`config.mk`:
```
export PLATFORM = sky130hd
export DESIGN_NAME = register_dump_reader
export DESIGN_NICKNAME = d
export VERILOG_FILES = /design/src/rtl/register_dump_reader.sv
export SDC_FILE = /design/constraint.sdc
export NUM_CORES = 1
export LEC_CHECK = 0
export CORE_MARGIN = 4
export CORE_UTILIZATION = 45
export DETAILED_ROUTE_END_ITERATION = 6
export GPL_TIMING_DRIVEN = 0
export PLACE_DENSITY_LB_ADDON = 0.05
export SLEW_MARGIN = 20
export SYNTH_ARGS = -nofsm -noshare
export SYNTH_HDL_FRONTEND = slang
export SYNTH_SLANG_ARGS = --single-unit
```
`constraint.sdc`:
```
create_clock -name i_clock -period 2.6 [get_ports i_clock]
set_clock_uncertainty 0.05 [all_clocks]
set_input_delay 0.52 -clock i_clock [delete_from_list [all_inputs] [get_ports i_clock]]
set_output_delay 0.52 -clock i_clock [all_outputs]
set_load 0.1 [all_outputs]
```
`src/rtl/register_dump_reader.sv`:
```
// register_dump_reader: walks the register bank in index order after a start
// pulse and streams each word MSB-byte-first over a valid/ready byte port.
// Optional trailing XOR checksum byte when REG_DUMP_CHECKSUM_EN is defined.
// Ports: i_clock, i_reset_n (async, active-low), i_start, i_abort,
//   o_reg_sel/o_reg_read_valid/i_reg_data (bank read port),
//   o_tx_data/o_tx_valid/i_tx_ready (byte stream), o_busy, o_done.
module register_dump_reader #(
    parameter int NB_DATA     = 32,
    parameter int N_REGISTERS = 32,
    parameter int NB_REGISTER = 5,
    parameter int NB_BYTE     = 8
) (
    input  logic                   i_clock,
    input  logic                   i_reset_n,
    input  logic                   i_start,
    input  logic                   i_abort,
    output logic [NB_REGISTER-1:0] o_reg_sel,
    output logic                   o_reg_read_valid,
    input  logic [NB_DATA-1:0]     i_reg_data,
    output logic [NB_BYTE-1:0]     o_tx_data,
    output logic                   o_tx_valid,
    input  logic                   i_tx_ready,
    output logic                   o_busy,
    output logic                   o_done
);

    localparam int BPR    = NB_DATA / NB_BYTE;
    localparam int NB_CNT = (BPR > 1) ? $clog2(BPR) : 1;

    localparam logic [NB_CNT-1:0]      LAST_BYTE = NB_CNT'(BPR - 1);
    localparam logic [NB_REGISTER-1:0] LAST_REG  = NB_REGISTER'(N_REGISTERS - 1);

`ifdef REG_DUMP_CHECKSUM_EN
    typedef enum logic [2:0] {
        S_IDLE, S_READ, S_SEND, S_CHKSUM, S_DONE
    } state_t;
`else
    typedef enum logic [1:0] {
        S_IDLE, S_READ, S_SEND, S_DONE
    } state_t;
`endif

    state_t                 state_q, state_d;
    logic [NB_REGISTER-1:0] reg_idx_q, reg_idx_d;
    logic [NB_CNT-1:0]      byte_cnt_q, byte_cnt_d;
    logic [NB_DATA-1:0]     buf_q, buf_d;
    logic [NB_BYTE-1:0]     head_byte;

`ifdef REG_DUMP_CHECKSUM_EN
    logic [NB_BYTE-1:0]     csum_q, csum_d;
`endif

    assign head_byte = buf_q[NB_DATA-1 -: NB_BYTE];

    always_ff @(posedge i_clock or negedge i_reset_n) begin
        if (!i_reset_n) begin
            state_q    <= S_IDLE;
            reg_idx_q  <= '0;
            byte_cnt_q <= '0;
            buf_q      <= '0;
        end else begin
            state_q    <= state_d;
            reg_idx_q  <= reg_idx_d;
            byte_cnt_q <= byte_cnt_d;
            buf_q      <= buf_d;
        end
    end

`ifdef REG_DUMP_CHECKSUM_EN
    always_ff @(posedge i_clock or negedge i_reset_n) begin
        if (!i_reset_n) begin
            csum_q <= '0;
        end else begin
            csum_q <= csum_d;
        end
    end
`endif

    always_comb begin
        state_d          = state_q;
        reg_idx_d        = reg_idx_q;
        byte_cnt_d       = byte_cnt_q;
        buf_d            = buf_q;
`ifdef REG_DUMP_CHECKSUM_EN
        csum_d           = csum_q;
`endif
        o_reg_sel        = '0;
        o_reg_read_valid = 1'b0;
        o_tx_data        = '0;
        o_tx_valid       = 1'b0;
        o_busy           = 1'b0;
        o_done           = 1'b0;

        unique case (state_q)
            S_IDLE: begin
                if (i_start) begin
                    state_d    = S_READ;
                    reg_idx_d  = '0;
                    byte_cnt_d = '0;
`ifdef REG_DUMP_CHECKSUM_EN
                    csum_d     = '0;
`endif
                end
            end
            S_READ: begin
                o_busy           = 1'b1;
                o_reg_sel        = reg_idx_q;
                o_reg_read_valid = 1'b1;
                buf_d            = i_reg_data;
                byte_cnt_d       = '0;
                state_d          = S_SEND;
            end
            S_SEND: begin
                o_busy     = 1'b1;
                o_tx_valid = 1'b1;
                o_tx_data  = head_byte;
                if (i_tx_ready) begin
                    buf_d      = buf_q << NB_BYTE;
                    byte_cnt_d = byte_cnt_q + NB_CNT'(1);
`ifdef REG_DUMP_CHECKSUM_EN
                    csum_d     = csum_q ^ head_byte;
`endif
                    if (byte_cnt_q == LAST_BYTE) begin
                        // terminal compares end the walk; no wrap
                        if (reg_idx_q == LAST_REG) begin
`ifdef REG_DUMP_CHECKSUM_EN
                            state_d = S_CHKSUM;
`else
                            state_d = S_DONE;
`endif
                        end else begin
                            reg_idx_d = reg_idx_q + NB_REGISTER'(1);
                            state_d   = S_READ;
                        end
                    end
                end
            end
`ifdef REG_DUMP_CHECKSUM_EN
            S_CHKSUM: begin
                o_busy     = 1'b1;
                o_tx_valid = 1'b1;
                o_tx_data  = csum_q;
                if (i_tx_ready) begin
                    state_d = S_DONE;
                end
            end
`endif
            S_DONE: begin
                o_busy     = 1'b1;
                o_done     = 1'b1;
                reg_idx_d  = '0;
                byte_cnt_d = '0;
                state_d    = S_IDLE;
            end
            default: begin
                state_d = S_IDLE;
            end
        endcase

        // abort overrides every transition, including a start from idle
        if (i_abort) begin
            state_d    = S_IDLE;
            reg_idx_d  = '0;
            byte_cnt_d = '0;
`ifdef REG_DUMP_CHECKSUM_EN
            csum_d     = '0;
`endif
        end
    end

endmodule

```
==> results of run 1 <==
## flip-flops by register name (all words and copies together), names as in the netlist
register / flops
buf_q: 32
state_q: 2
reg_idx_q: 5
byte_cnt_q: 2
## stage by stage
step                      setup TNS, ps  instances  instance area (um^2)   util
after detailed placement          -2770        292                  2600  0.627
final                                 0        300                  2660  0.642
after CTS                             0        300                  2730  0.659
after global placement            -9120        291                  2580  0.624
after floorplan                       0        188                  1990      -
after global routing                  0        300                  2660  0.642
## cell families (layout without fill, tap and decap cells)
group                      Yosys count  count (layout)  synth area share
and+or+nand+nor                     61              61             0.149
adders and majority gates            3               3            0.0189
muxes                               26              26             0.131
buffers and inverters               15              77            0.0485
DFF                                 41              41             0.517
AOI/OAI and AO/OA                   42              42             0.135
## routing by layer
metal	vias to the layer above	global-route usage
met5	-	0
met2	43	0.314
met1	751	0.222
li1	775	-
met3	6	0.0459
met4	0	0.0435
## cell usage after synthesis, drive strengths merged (2+ instances only)
cell,instances,share of area
inv,3,0.0057
ha,3,0.019
nand4,2,0.0063
a22o,8,0.035
o2bb2ai,2,0.0088
nand2,29,0.055
nor2b,3,0.0095
o21ai,26,0.067
buf,11,0.041
and2,15,0.047
a21oi,2,0.0069
mux2i,26,0.13
nand3,4,0.010
dfrtp,41,0.52
nor2,3,0.0057
## cell type report
class | count | area share
plain buffers | 12 | 0.0325
clock buffers | 7 | 0.0325
clock inverters | 1 | 0.0113
inverters | 3 | 0.00424
multi-input cells | 132 | 0.327
flip-flops and latches | 41 | 0.386
well taps | 50 | 0.0235
repair buffers | 54 | 0.184
## repair_timing
action,4_1_cts,5_1_grt
hold buffers,0,0
buffers inserted,0,0
resized for setup,50,23
setup endpoints to repair,15,15
## power by group
part	total (uW)	switching, uW	internal (uW)
Clock	531	218	313
Combinational	627	383	244
Sequential	901	92.3	809
Total	2060	693	1370
## worst max-delay path by stage
stage | from | cells after the start | endpoint
final | state_q[1]$_DFFE_PN0P_ | 4 | o_reg_read_valid
after global routing | state_q[1]$_DFFE_PN0P_ | 5 | o_reg_sel[1]
after CTS | state_q[1]$_DFFE_PN0P_ | 5 | o_reg_sel[4]
after detailed placement | state_q[1]$_DFFE_PN0P_ | 5 | o_reg_sel[1]
after global placement | state_q[1]$_DFFE_PN0P_ | 5 | o_reg_sel[0]
after floorplan | state_q[1]$_DFFE_PN0P_ | 4 | o_tx_data[0]
==> results.cfg, run 1 <==
[run_status]
status = completed

[die]
dieArea_um2 = 5540
io-pin-count = 54
core_area_um2 = 4140
placementRows = 23
initial_core_util = 0.479
die_width_um = 74.4
die_height_um = 74.4

[finish]
layout.cells.most_common = dfrtp_1
nNetsFinal = 289
seq_area_um2 = 1030
drive_gt1_frac = 0.172
num_antenna_cells = 0
multiInputGateArea_um2 = 868
area_delta_synth_final_pct = 34.0
n_fill_cell = 372
final_cell_mix = dfrtp_1 (41), clkdlybuf4s50_1 (35), nand2_1 (29)

[yosys]
synth_nets = 228
ys_types = 30
syn_area_per_cell_um2 = 10.6
synth_area_um2 = 1980
synth_ff_type = dfrtp_1
synth_warnings = 0
synth_seq_cells = 41
synth_edf_count = 0
synthesis.instances = 188
ys_async_sr_fraction = 1.00
ys_seq_area_frac = 0.517

[worst_setup_path]
rr_startpoint = reg_idx_q[0]$_DFFE_PN0P_
crit_buf_inv = 3
arrival_ps = 1900
required_ps = 2030
r2r_slack_ps = 830
r2r_cells = 6
start_kind = register
r2r-end = reg_idx_q[0]$_DFFE_PN0P_
critPathMaxFanout = 10
crit_chain = nor2b_1 > buf_2 > clkbuf_2 > clkdlybuf4s15_2
crit_type = reg2out
slowest_delay_ps = 590
cp_slowest_cell = clkdlybuf4s15_2
crit_path_end_kind = output port
path_delay_family = buffers and inverters

[timing]
finalCritPeriodShare = 0.948
slew_headroom = 0.357
fin_crit_ps = 2470
worst_slack_ps = 134
rsz0062_at_grt = no
tightest_slew_ps = 963
drv_slew = 0
max_clock_freq_mhz = 406
hold_violations = 0
finalSetupViolCount = 0
hold_slack_ps = 84.5

[global_route]
antenna_found_initial = 0
grt_util_all_layers = 0.180
grt_overflow = 0
grt_pass1_wl_um = 7660
grt_pass1_vias = 1680
grt_start_max_net_pins = 27

[place]
dp_hpwl_um = 3280
pre_cts_ws_ps = -207
gp_congestion = 0.794
numPortBuffers = 53

[clock_network]
h-tree-depth = 2
cts_buffer_depth = 2
clock_sinks = 41
cts_buffers = 5
cts_tree = yes
clk_latency_ps = 290
clock-root-buffer = clkbuf_8
clk_pin_slew_ps = 80

[drt]
post-route-drc-count = 0
wl_met1_um = 1950
firstDrtPassIters = 5
wl_per_cell_um = 14.9
num_vias = 1575
top_layer = met4
drt_iter0_markers = 53
viasPerCell = 5.25
wl_met2_um = 2210
dr_wl_met3_um = 273
ant_nets = 0
wl_um = 4470

[run]
max-cap-violations = 0

[power_and_ir_drop]
p_total_uw = 2060
vdd_drop_max_uv = 377
cellPowerDensity_nw_per_um2 = 774
leakagePower_uw = 0.00125

[min_path]
hp-class = in2async
Power figures use the tool's default switching activity.
==> inputs of run 2 (changes only) <==
--- a/config.mk
+++ b/config.mk
@@ -6,7 +6,7 @@
 export NUM_CORES = 1
 export LEC_CHECK = 0
 export CORE_MARGIN = 4
-export CORE_UTILIZATION = 45
+export CORE_UTILIZATION = 40
 export DETAILED_ROUTE_END_ITERATION = 6
 export GPL_TIMING_DRIVEN = 0
 export PLACE_DENSITY_LB_ADDON = 0.05
==> constraint.sdc (replaced) <==
create_clock -name i_clock -period 2.5 [get_ports i_clock]
set_clock_uncertainty 0.05 [all_clocks]
set_input_delay 0.5 -clock i_clock [delete_from_list [all_inputs] [get_ports i_clock]]
set_output_delay 0.5 -clock i_clock [all_outputs]
set_load 0.1 [all_outputs]
==> run 2 against run 1 <==
Compared with the run above:
- via count down 3.2%
- first-iteration DRC count up 49%
- sequential share of layout area down 0.87 points
- largest power group unchanged
- clock power up 18%
- highest routed layer unchanged
- routed wire length down 1.6%
- power up 7.6%
- combinational power up 4.6%
==> results.cfg, run 2 (synthesized netlist as in run 1, its figures left out) <==
[run_status]
status = completed

[worst_setup_path]
rr_startpoint = reg_idx_q[0]$_DFFE_PN0P_
crit_path_end_kind = output port
cp_slowest_cell = dfrtp_1
crit_type = reg2out
r2r_cells = 6
r2r_slack_ps = 730
slowest_delay_ps = 450
required_ps = 1950
crit_chain = nor2b_1 > buf_2 > clkbuf_2 > and2_2 > clkbuf_4
arrival_ps = 1800
start_kind = register
critPathMaxFanout = 10
r2r-end = reg_idx_q[0]$_DFFE_PN0P_

[clock_network]
clk_pin_slew_ps = 80
cts_buffers = 5
cts_tree = yes
clk_latency_ps = 290
h-tree-depth = 2
clock-root-buffer = clkbuf_8
ctsHoldBuffers = 0
postCtsSetupBuffers = 0
clock_sinks = 41
cts_buffer_depth = 2

[finish]
nNetsFinal = 289
largest_reg_flops = 32
drive_gt1_frac = 0.208
num_antenna_cells = 0
regMostFlops = buf_q
layout.cells.most_common = dfrtp_1
area_delta_synth_final_pct = 37.1
layoutNonFillerInstCount = 317
final_cell_mix = dfrtp_1 (41), clkdlybuf4s50_1 (35), nand2_1 (29)
top_regs = buf_q (32), reg_idx_q (5)

[min_path]
hp-class = in2async

[timing]
hold_violations = 0
tightest_slew_ps = 961
fin_crit_ps = 2350
finalSetupViolCount = 0
slew_headroom = 0.362
rsz0062_at_grt = no
max_clock_freq_mhz = 426
drv_slew = 0
fin_tns_setup_ps = 0
finalCritPeriodShare = 0.939

[place]
dp_hpwl_um = 3310
numPortBuffers = 53
place_inst = 309
gp_congestion = 0.755

[global_route]
grt_overflow = 0
grt_pass1_vias = 1646
grt_start_max_net_pins = 26
antenna_found_initial = 0
grt_util_all_layers = 0.159
grt_pass1_wl_um = 7610

[power_and_ir_drop]
cellPowerDensity_nw_per_um2 = 815
intPower_uw = 1500
vdd_drop_max_uv = 394
p_sw_uw = 719
p_seq_frac = 0.421
leakagePower_uw = 0.00124
p_total_uw = 2220
pwr-share-comb = 0.296
switching_share = 0.325
p_clk_frac = 0.282

[drt]
wl_um = 4400
wl_per_cell_um = 13.9
post-route-drc-count = 0
num_vias = 1525
firstDrtPassIters = 4
ant_nets = 0
viasPerCell = 4.81
drt_iter0_markers = 79

[die]
io-pin-count = 54
core_area_um2 = 4750
initial_core_util = 0.417
dieArea_um2 = 6150
die_width_um = 78.4
die_height_um = 78.4
placementRows = 25

[run]
max-cap-violations = 0
run 2: metrics by stage:
stage | hold WS (ps) | utilization | instance area (um^2) | setup WS [ps]
floorplan | 154 | - | 2000 | 180
global placement | 409 | 0.550 | 2620 | -312
detailed placement | 405 | 0.553 | 2630 | -339
CTS | 82.4 | 0.568 | 2700 | 40.2
global route | 97.4 | 0.572 | 2720 | 49.7
finish | 72.5 | 0.572 | 2720 | 154
run 2: area by class of cell:
cell class	instances	area, um^2
Fill cell	451	2030
Multi-Input combinational cell	132	878
Timing Repair Buffer	54	500
Tap cell	67	83.8
Buffer	12	86.3
Inverter	3	11.3
Sequential cell	41	1030
Clock inverter	3	65.1
Clock buffer	5	68.8
run 2: worst max-delay path: cells and delay by family, from the launching register on:
family	cells	cell delay, ps
flops	1	450
buf+inv	3	750
simple gates	2	300
run 2: worst max path at each step:
stage                           startpoint      endpoint  slack [ps]  cells after the start
floorplan           state_q[1]$_DFFE_PN0P_  o_reg_sel[0]         180                      4
global placement    state_q[1]$_DFFE_PN0P_  o_reg_sel[1]        -310                      5
detailed placement  state_q[1]$_DFFE_PN0P_  o_reg_sel[2]        -340                      5
CTS                 state_q[1]$_DFFE_PN0P_  o_reg_sel[2]          40                      5
global route        state_q[1]$_DFFE_PN0P_  o_reg_sel[2]          50                      5
finish              state_q[1]$_DFFE_PN0P_  o_reg_sel[2]         150                      5
run 2: what timing repair did:
item	CTS	global route
endpoints found under the setup margin	17	15
resized for setup	73	17
endpoints found under the hold margin	0	0
run 2: per-layer routing:
layer / track usage / vias up / share of wire
met4: 0.0490 / 0 / 0.013
met2: 0.262 / 36 / 0.48
li1: - / 770 / -
met5: 0 / - / 0
met1: 0.205 / 714 / 0.45
met3: 0.0436 / 5 / 0.050
run 2: power by group through the flow:
| stage | registers (uW) | clock network, uW | logic, uW |
|---|---|---|---|
| after floorplan | 921 | 0 | 497 |
| after global placement | 942 | 0 | 668 |
| after detailed placement | 949 | 0 | 681 |
| after CTS | 936 | 637 | 664 |
| after global routing | 963 | 676 | 723 |
| final | 934 | 626 | 656 |
==> inputs of run 3 (changes only) <==
--- a/config.mk
+++ b/config.mk
@@ -6,7 +6,7 @@
 export NUM_CORES = 1
 export LEC_CHECK = 0
 export CORE_MARGIN = 4
-export CORE_UTILIZATION = 40
+export CORE_UTILIZATION = 48
 export DETAILED_ROUTE_END_ITERATION = 6
 export GPL_TIMING_DRIVEN = 0
 export PLACE_DENSITY_LB_ADDON = 0.05
==> run 3 against run 2 <==
Compared with the run above:
- cell area down 2.3%
- first-iteration DRC count up 27%
- via count up 6.6%
- sequential power up 0.6%
- critical path depth down 1
- non-clock buffer count unchanged
- hold slack worse by 24 ps
- die area down 15%
- largest power group unchanged
==> results.cfg, run 3 (synthesized netlist as in run 1, its figures left out) <==
[finish]
drive_gt1_frac = 0.208
layout.cells.most_common = dfrtp_1
fin_util = 0.664
layoutNonFillerInstCount = 300
final_cell_mix = dfrtp_1 (41), clkdlybuf4s50_1 (35), nand2_1 (29)
nNetsFinal = 289
num_antenna_cells = 0
largest_reg_flops = 32
regMostFlops = buf_q
n_fill_cell = 324
top_regs = buf_q (32), reg_idx_q (5)
area_delta_synth_final_pct = 33.9

[timing]
hold_violations = 0
rsz0062_at_grt = no
fin_crit_ps = 2390
fin_tns_setup_ps = 0
slew_headroom = 0.366
finalSetupViolCount = 0
tightest_slew_ps = 955
drv_slew = 0
max_clock_freq_mhz = 419
hold_slack_ps = 48.6
finalCritPeriodShare = 0.955

[power_and_ir_drop]
leakagePower_uw = 0.00122
p_clk_frac = 0.207
switching_share = 0.360
intPower_uw = 1290
p_seq_frac = 0.465
vdd_drop_max_uv = 497
pwr-share-comb = 0.328
p_total_uw = 2020
p_sw_uw = 728
cellPowerDensity_nw_per_um2 = 761

[global_route]
grt_pass1_vias = 1673
grt_overflow = 0
grt_start_max_net_pins = 30
antenna_found_initial = 0
grt_util_all_layers = 0.192
grt_pass1_wl_um = 7780

[worst_setup_path]
crit_type = reg2out
crit_chain = nor2b_1 > buf_2 > clkbuf_2 > clkdlybuf4s18_2
rr_startpoint = reg_idx_q[0]$_DFFE_PN0P_
slowest_delay_ps = 570
required_ps = 1950
path_delay_family = buffers and inverters
r2r_slack_ps = 730
start_kind = register
crit_buf_inv = 3
r2r-end = reg_idx_q[0]$_DFFE_PN0P_
r2r_cells = 6
critPathMaxFanout = 10
crit_path_end_kind = output port
arrival_ps = 1840
cp_slowest_cell = clkdlybuf4s18_2

[drt]
drt_iter0_markers = 100
post-route-drc-count = 0
wl_per_cell_um = 15.0
ant_nets = 0
viasPerCell = 5.42
wl_um = 4490
firstDrtPassIters = 4
num_vias = 1625

[place]
gp_congestion = 0.837
dp_hpwl_um = 3430
numPortBuffers = 53
place_inst = 292

[clock_network]
cts_tree = yes
clock_sinks = 41
clock-root-buffer = clkbuf_8
cts_buffer_depth = 2
h-tree-depth = 2
ctsHoldBuffers = 0
postCtsSetupBuffers = 0
clk_latency_ps = 290
clk_pin_slew_ps = 80
cts_buffers = 5

[die]
die_height_um = 72.3
initial_core_util = 0.496
dieArea_um2 = 5230
core_area_um2 = 4000
die_width_um = 72.3
placementRows = 23
io-pin-count = 54

[min_path]
hp-class = in2async

[run]
max-cap-violations = 0

[run_status]
status = completed
run 3: worst max path at each step:
| stage | slack [ps] | startpoint | depth (start not counted) | endpoint |
|---|---|---|---|---|
| final | 110 | state_q[1]$_DFFE_PN0P_ | 4 | o_reg_read_valid |
| after global routing | 10 | state_q[1]$_DFFE_PN0P_ | 4 | o_reg_read_valid |
| after CTS | 50 | state_q[1]$_DFFE_PN0P_ | 5 | o_tx_data[7] |
| after detailed placement | -310 | state_q[1]$_DFFE_PN0P_ | 5 | o_tx_data[7] |
| after global placement | -280 | state_q[1]$_DFFE_PN0P_ | 5 | o_tx_data[7] |
| after floorplan | 180 | state_q[1]$_DFFE_PN0P_ | 4 | o_reg_sel[0] |
run 3: power groups by stage:
stage / Clock, uW / Sequential [uW] / Combinational (uW)
4_1_cts: 433 / 940 / 664
2_1_floorplan: 0 / 921 / 497
6_report: 418 / 940 / 663
3_3_place_gp: 0 / 940 / 655
5_1_grt: 463 / 962 / 725
3_5_place_dp: 0 / 954 / 681
run 3: through the flow:
stage / area (um^2) / setup slack, ps
6_report: 2660 / 113
2_1_floorplan: 2000 / 180
5_1_grt: 2660 / 12.7
4_1_cts: 2630 / 46.6
3_5_place_dp: 2610 / -310
3_3_place_gp: 2590 / -281
run 3: repair_timing:
| item | CTS | global route |
|---|---|---|
| gates resized for setup | 73 | 16 |
| endpoints found under the hold margin | 0 | 0 |
| endpoints found under the setup margin | 17 | 15 |
run 3: metal layers:
metal / vias up / track usage / routed length (um)
met5: - / 0 / 0
met4: 0 / 0.0564 / 68
met3: 7 / 0.0540 / 259
met2: 42 / 0.325 / 2310
met1: 801 / 0.241 / 1850
li1: 775 / - / -
run 3: final cells by class:
class                      instances  area, um^2  area share
clock inverter                     3        17.5     0.00659
timing repair buffer              54         505       0.190
clock buffer                       5        68.8      0.0259
buffer                            12        86.3      0.0325
sequential                        41        1030       0.386
inverter                           3        11.3     0.00424
multi-input combinational        132         878       0.331
tap                               50        62.6      0.0236
run 3: worst register-to-register path: cells and delay by family (launching register included):
family | cells | cell delay [ps]
adder cells (fa/ha/maj) | 2 | 480
AO/OA/AOI/OAI | 3 | 530
flip-flops | 1 | 430
AND/OR/NAND/NOR | 1 | 190
